## config.mk

```make
export PLATFORM = sky130hd
export DESIGN_NAME = tlb_multiport
export DESIGN_NICKNAME = d
export VERILOG_FILES = /design/src/rtl/tlb_multiport.sv
export SDC_FILE = /design/constraint.sdc
export NUM_CORES = 2
export LEC_CHECK = 0
export ABC_CLOCK_PERIOD_IN_PS = 7700
export CAP_MARGIN = 0
export CORE_AREA = 2 2 501 403
export DETAILED_ROUTE_END_ITERATION = 7
export DIE_AREA = 0 0 503 405
export GPL_ROUTABILITY_DRIVEN = 0
export HOLD_SLACK_MARGIN = 0.08
export PLACE_DENSITY = 0.69
export SLEW_MARGIN = 0
export SYNTH_ARGS = -nofsm -noshare
export SYNTH_HDL_FRONTEND = slang
export SYNTH_SLANG_ARGS = --single-unit
```

## constraint.sdc

```tcl
create_clock -name clk -period 7.7 [get_ports clk]
set_input_delay 1.925 -clock clk [delete_from_list [all_inputs] [get_ports clk]]
set_output_delay 1.925 -clock clk [all_outputs]
set_load 0.02 [all_outputs]
```

## src/rtl/tlb_multiport.sv

```systemverilog
// Fully associative joint TLB shared by N registered lookup ports, serving
// CP0 TLBWI/TLBWR/TLBR/TLBP and keeping the Random replacement counter.
module tlb_multiport #(
    parameter int ENTRIES = 16,
    parameter int N_PORTS = 2,
    parameter int PABITS  = 32,
    parameter int IDX_W   = $clog2(ENTRIES),
    parameter int CONF_W  = 28 + 2 * (PABITS - 12 + 5)
) (
    input  logic                      clk,
    input  logic                      rst,
    input  logic [7:0]                curr_asid,
    input  logic [N_PORTS-1:0]        lk_req,
    input  logic [32*N_PORTS-1:0]     lk_vaddr,
    output logic [N_PORTS-1:0]        lk_rvalid,
    output logic [PABITS*N_PORTS-1:0] lk_paddr,
    output logic [N_PORTS-1:0]        lk_miss,
    output logic [N_PORTS-1:0]        lk_valid,
    output logic [N_PORTS-1:0]        lk_dirty,
    output logic [N_PORTS-1:0]        lk_uncached,
    input  logic                      tlbwi,
    input  logic                      tlbwr,
    input  logic                      tlbr,
    input  logic                      tlbp,
    input  logic [IDX_W-1:0]          cp0_index,
    input  logic [IDX_W-1:0]          cp0_wired,
    input  logic                      cp0_wired_we,
    input  logic [CONF_W-1:0]         cp0_conf_in,
    output logic [CONF_W-1:0]         cp0_conf_out,
    output logic                      tlbr_done,
    output logic                      probe_done,
    output logic                      probe_miss,
    output logic [IDX_W-1:0]          probe_index,
    output logic [IDX_W-1:0]          random_idx
);
    localparam int PFN_W = PABITS - 12;
    localparam int PG_W  = PFN_W + 5;
    localparam logic [IDX_W-1:0] TOP_IDX = IDX_W'(ENTRIES - 1);

    typedef struct packed {
        logic             hit;
        logic [IDX_W-1:0] idx;
    } match_t;

    // tag = {VPN2, ASID, G}
    function automatic logic entry_match(input logic [27:0] tag,
                                         input logic [18:0] vpn2,
                                         input logic [7:0]  asid);
        return (tag[27:9] == vpn2) && (tag[0] || (tag[8:1] == asid));
    endfunction

    function automatic match_t first_set(input logic [ENTRIES-1:0] v);
        match_t m;
        m = '0;
        for (int i = ENTRIES - 1; i >= 0; i--) begin
            if (v[i]) begin
                m.hit = 1'b1;
                m.idx = IDX_W'(i);
            end
        end
        return m;
    endfunction

    function automatic logic [PG_W-1:0] sel_page(input logic [2*PG_W-1:0] pages,
                                                 input logic odd);
        return odd ? pages[PG_W-1:0] : pages[2*PG_W-1 -: PG_W];
    endfunction

    logic [CONF_W-1:0]  ent_q [ENTRIES];
    logic [CONF_W-1:0]  ent_d [ENTRIES];
    logic [ENTRIES-1:0] lk_hits [N_PORTS];
    match_t             lk_m [N_PORTS];
    logic [PG_W-1:0]    lk_pg [N_PORTS];
    logic [ENTRIES-1:0] probe_hits;
    match_t             probe_m;

    logic [N_PORTS-1:0] rvalid_d, rvalid_q, miss_d, miss_q, valid_d, valid_q;
    logic [N_PORTS-1:0] dirty_d, dirty_q, unc_d, unc_q;
    logic [PABITS-1:0]  paddr_d [N_PORTS];
    logic [PABITS-1:0]  paddr_q [N_PORTS];
    logic [CONF_W-1:0]  conf_out_d, conf_out_q;
    logic               tlbr_done_d, tlbr_done_q, probe_done_d, probe_done_q;
    logic               probe_miss_d, probe_miss_q;
    logic [IDX_W-1:0]   probe_idx_d, probe_idx_q, rand_d, rand_q;
    logic               idx_ok, do_wi, do_wr, do_r, do_p;
    logic [IDX_W-1:0]   wr_idx;

    // Lookups and probes compare against pre-edge contents, so a same-cycle write is not seen
    always_comb begin
        for (int p = 0; p < N_PORTS; p++) begin
            for (int i = 0; i < ENTRIES; i++) begin
                lk_hits[p][i] = entry_match(ent_q[i][CONF_W-1 -: 28],
                                            lk_vaddr[32*p+13 +: 19], curr_asid);
            end
            lk_m[p]  = first_set(lk_hits[p]);
            lk_pg[p] = sel_page(ent_q[lk_m[p].idx][2*PG_W-1:0], lk_vaddr[32*p+12]);
        end
        for (int i = 0; i < ENTRIES; i++) begin
            probe_hits[i] = entry_match(ent_q[i][CONF_W-1 -: 28],
                                        cp0_conf_in[CONF_W-1 -: 19],
                                        cp0_conf_in[CONF_W-20 -: 8]);
        end
        probe_m = first_set(probe_hits);
    end

    always_comb begin
        rvalid_d = lk_req;
        miss_d   = miss_q;
        valid_d  = valid_q;
        dirty_d  = dirty_q;
        unc_d    = unc_q;
        paddr_d  = paddr_q;
        for (int p = 0; p < N_PORTS; p++) begin
            if (lk_req[p]) begin
                miss_d[p]  = !lk_m[p].hit;
                valid_d[p] = lk_m[p].hit & lk_pg[p][0];
                dirty_d[p] = lk_m[p].hit & lk_pg[p][1];
                unc_d[p]   = lk_m[p].hit & (lk_pg[p][4:2] == 3'd2);
                paddr_d[p] = lk_m[p].hit ? {lk_pg[p][PG_W-1 -: PFN_W], lk_vaddr[32*p +: 12]}
                                         : '0;
            end
        end
    end

    // One command per cycle; lower-priority commands are dropped
    always_comb begin
        idx_ok = int'(cp0_index) < ENTRIES;
        do_wi  = tlbwi & idx_ok;
        do_wr  = !tlbwi & tlbwr;
        do_r   = !tlbwi & !tlbwr & tlbr & idx_ok;
        do_p   = !tlbwi & !tlbwr & !tlbr & tlbp;
        wr_idx = tlbwi ? cp0_index : rand_q;

        ent_d = ent_q;
        if (do_wi || do_wr) ent_d[wr_idx] = cp0_conf_in;

        conf_out_d   = do_r ? ent_q[cp0_index] : conf_out_q;
        tlbr_done_d  = do_r;
        probe_done_d = do_p;
        probe_miss_d = do_p ? !probe_m.hit : probe_miss_q;
        probe_idx_d  = (do_p && probe_m.hit) ? probe_m.idx : probe_idx_q;

        // Wrapping at or below Wired keeps Random out of the wired range
        if (cp0_wired_we || int'(cp0_wired) >= ENTRIES - 1 ||
            rand_q <= cp0_wired || rand_q == '0) begin
            rand_d = TOP_IDX;
        end else begin
            rand_d = rand_q - IDX_W'(1);
        end
    end

    always_ff @(posedge clk or negedge rst) begin
        if (!rst) begin
            for (int i = 0; i < ENTRIES; i++) ent_q[i] <= '0;
            for (int p = 0; p < N_PORTS; p++) paddr_q[p] <= '0;
            rvalid_q     <= '0;
            miss_q       <= '0;
            valid_q      <= '0;
            dirty_q      <= '0;
            unc_q        <= '0;
            conf_out_q   <= '0;
            tlbr_done_q  <= 1'b0;
            probe_done_q <= 1'b0;
            probe_miss_q <= 1'b1;
            probe_idx_q  <= '0;
            rand_q       <= TOP_IDX;
        end else begin
            ent_q        <= ent_d;
            paddr_q      <= paddr_d;
            rvalid_q     <= rvalid_d;
            miss_q       <= miss_d;
            valid_q      <= valid_d;
            dirty_q      <= dirty_d;
            unc_q        <= unc_d;
            conf_out_q   <= conf_out_d;
            tlbr_done_q  <= tlbr_done_d;
            probe_done_q <= probe_done_d;
            probe_miss_q <= probe_miss_d;
            probe_idx_q  <= probe_idx_d;
            rand_q       <= rand_d;
        end
    end

    always_comb begin
        for (int p = 0; p < N_PORTS; p++) lk_paddr[PABITS*p +: PABITS] = paddr_q[p];
    end

    assign lk_rvalid    = rvalid_q;
    assign lk_miss      = miss_q;
    assign lk_valid     = valid_q;
    assign lk_dirty     = dirty_q;
    assign lk_uncached  = unc_q;
    assign cp0_conf_out = conf_out_q;
    assign tlbr_done    = tlbr_done_q;
    assign probe_done   = probe_done_q;
    assign probe_miss   = probe_miss_q;
    assign probe_index  = probe_idx_q;
    assign random_idx   = rand_q;

endmodule

```

==> metrics.txt <==
Post-Synthesis Cells 7254; Worst slew margin 0.1044; Iter 0 DRT Violations 10910; Post-DP HPWL 233100 µm; initial antenna violation count 43; TritonCTS Buffers 153; first-pass GRT wire length ~500000 µm; fin crit share 0.9239; CTS Hold Bufs 0; worst min path class flop to flop; max incr delay on CP 1100 ps; crit path buf inv count 3; register bit count reported by yosys between 1000 and 1500; clock power share 0.277; Global Route Usage Sum 0.3399; crit-path max FO 11; crit end category flop; status finished, violations left; via count of the first global-routing pass between 60000 and 70000; Die Span X 503 µm; slowest CP cell clkdlybuf4s50_1; via/cell ratio approximately 7; cell accounting for the most synthesized area dfrtp_1; H-tree depth 4; # rows around 150; Seq/Total Area, Yosys 0.3964; Num Clock Sinks 1411; drt total wl 352200 µm; EDFF count, synth 0; Mapped Area approximately 90000 µm²; Layout Area Growth over Synthesis 13.92%; Sw Share 0.3531; Wirelength per Cell 34.42 µm; # port buffers approximately 330; Reg power frac 0.435; top-area cell type share of the netlist area 0.3950; most frequent cells after synthesis mux2_2 (1502), dfrtp_1 (1406), xor2_1 (759), mux2i_1 (449), xnor2_1 (411); vias between 60000 and 70000; Final Skew 49.87 ps; FMAX 0.1406 GHz; max_cap viols 0; family with the most delay on the worst path compound AO/OA/AOI/OAI gates; CORE AREA 199400 µm²; clk slew on worst S/H paths about 60 ps; Comb pwr share 0.288; Boundary Pins 330; total power roughly 29 mW; asr flop ratio synth 1.000; crit path kind primary input to flop; min cycle time layout 7114 ps; GRT overflow 0; TNS Setup 0 ps; Post-synth top flop dfrtp_1; final setup violation count 0; CTS root buffer clkbuf_16; syn_nets around 7400; Sw Pwr roughly 10 mW; CP arrival slightly below 8000 ps; Post-CTS Setup Inserts 0; Final Max Slew Viols 0; antenna-violating nets left 0; failing checks DRC; DRC 11; layout cell share with drive strength beyond 1 0.3431; TritonRoute pass-1 iters 8; PwrDens 282.1 nW/µm²; synth warn 0; starting density of the core 0.4468; Die Span Y 405 µm; worst path cell trace clkdlybuf4s50_1 -> xor2_1 -> nor4_1 -> a21oi_1 -> nor3_2 -> a211oi_1 -> o311a_2 -> o21ai_4 -> or2_1 -> buf_4 -> o22ai_1 -> o21ai_0 -> buf_4 -> o211ai_1 -> o22ai_1; Final Net Count 7578; CTS tree done; cts repair resizes 0; Final Hold Viols 0; worst vdd rail ir drop 0.0002766 V; die area between 200000 and 250000 µm²; Avg Inst Size Synth about 12 µm²; worst skew pair latency just under 900 ps; largest net degree at the start of global routing 177; Leak 39.99 nW; Worst-Margin Slew 1339 ps; clk buf depth 3; worst path required time 8460 ps; Pint between 15 and 20 mW; top cells by area, synth dfrtp_1 (39%), mux2_2 (19%), mux4_2 (9.9%), xor2_1 (7.5%), mux2i_1 (5.0%); Unique masters post-synth 85; RSZ-0062 raised after global routing no; Setup crit start kind primary input; most frequent cell after synthesis mux2_2
[sequential cells by signal, summed over array words and instances, names as in the netlist]
| register | flops |
|---|---|
| lk_miss | 2 |
| lk_uncached | 2 |
| lk_dirty | 2 |
| lk_rvalid | 2 |
| random_idx | 4 |
| tlbr_done | 1 |
| probe_done | 1 |
| lk_paddr | 64 |
| lk_valid | 2 |
| cp0_conf_out | 78 |
| probe_index | 4 |
| ent_q | 1248 |
| probe_miss | 1 |
[power groups by stage]
stage	Sequential (mW)	Clock, mW	Combinational (mW)
after detailed placement	12.3	0	8.02
after CTS	12.2	7.99	8.08
final	12.4	7.94	8.25
after floorplan	11.4	0	5.59
after global placement	12.2	0	7.85
after global routing	12.6	8.30	8.71
[through the flow]
stage	hold WS [ps]	setup slack [ps]	instance area, µm²	instances	utilization
2_1_floorplan	488.3	2585	89080	7254	-
3_3_place_gp	464.0	208.0	96090	9933	0.4819
3_5_place_dp	470.3	225.3	96090	9933	0.4819
4_1_cts	484.0	997.6	101400	10210	0.5087
5_1_grt	499.0	670.4	101500	10220	0.5089
6_report	480.6	586.2	101500	10230	0.5090
[layer usage]
layer / up-vias / share of wire / global-route usage
li1: 27270 / - / -
met1: 35710 / 0.39 / 0.4676
met2: 5660 / 0.39 / 0.4538
met3: 1192 / 0.16 / 0.1542
met4: 34 / 0.054 / 0.1497
met5: - / 0.0014 / 0.007878
[area by class of cell]
cell class / count / area, µm²
tap: 2682 / 3356
timing repair buffer: 687 / 6586
antenna: 25 / 62.56
clock inverter: 73 / 1075
sequential: 1411 / 35320
multi-input combinational: 5093 / 50600
clock buffer: 201 / 4259
inverter: 60 / 225.2
fill: 17040 / 97890
[worst paths after layout]
kind                               from               end  slack, ps  cells past startpoint
max                        curr_asid[7]      lk_paddr[59]        590                     15
min                          lk_miss[0]        lk_miss[0]        480                      1
max reg2reg                  ent_q[152]      lk_paddr[59]       2340                     14
min reg2reg                  lk_miss[0]        lk_miss[0]        480                      1
max in group asynchronous           rst  cp0_conf_out[64]       4600                      3
min in group asynchronous           rst      lk_paddr[38]       1010                      1
[kinds of logic after synthesis]
| logic type | share of synthesized area |
|---|---|
| multiplexers | 0.3402 |
| flip-flops | 0.3964 |
| XOR/XNOR | 0.1150 |
| AND/OR/NAND/NOR | 0.04875 |
| AO/OA/AOI/OAI | 0.06030 |
| buffers and inverters | 0.03861 |
| adder cells (fa/ha/maj) | 0.0007023 |
[layout by cell type, fill, tap and decap left out, drive strengths merged, types with 24 or more instances in the layout]
cell type | Yosys | routed
a211oi | 49 | 49
a21boi | 25 | 25
a21oi | 140 | 140
a221oi | 40 | 40
a222oi | 61 | 61
a22oi | 88 | 88
a31oi | 24 | 24
buf | 348 | 367
clkbuf | 342 | 202
clkdlybuf4s50 | 0 | 319
clkinv | 1 | 34
dfrtp | 1406 | 1406
diode | 0 | 25
inv | 59 | 72
mux2 | 1512 | 1512
mux2i | 449 | 449
mux4 | 390 | 390
nand2 | 228 | 228
nand3 | 49 | 49
nand4 | 117 | 117
nor2 | 51 | 51
nor2b | 34 | 34
nor3 | 48 | 48
nor3b | 27 | 27
nor4 | 194 | 194
o211ai | 37 | 37
o21ai | 94 | 94
o22ai | 76 | 76
o31ai | 25 | 25
xnor2 | 411 | 411
xor2 | 759 | 759
(Power assumes the default switching activity.)
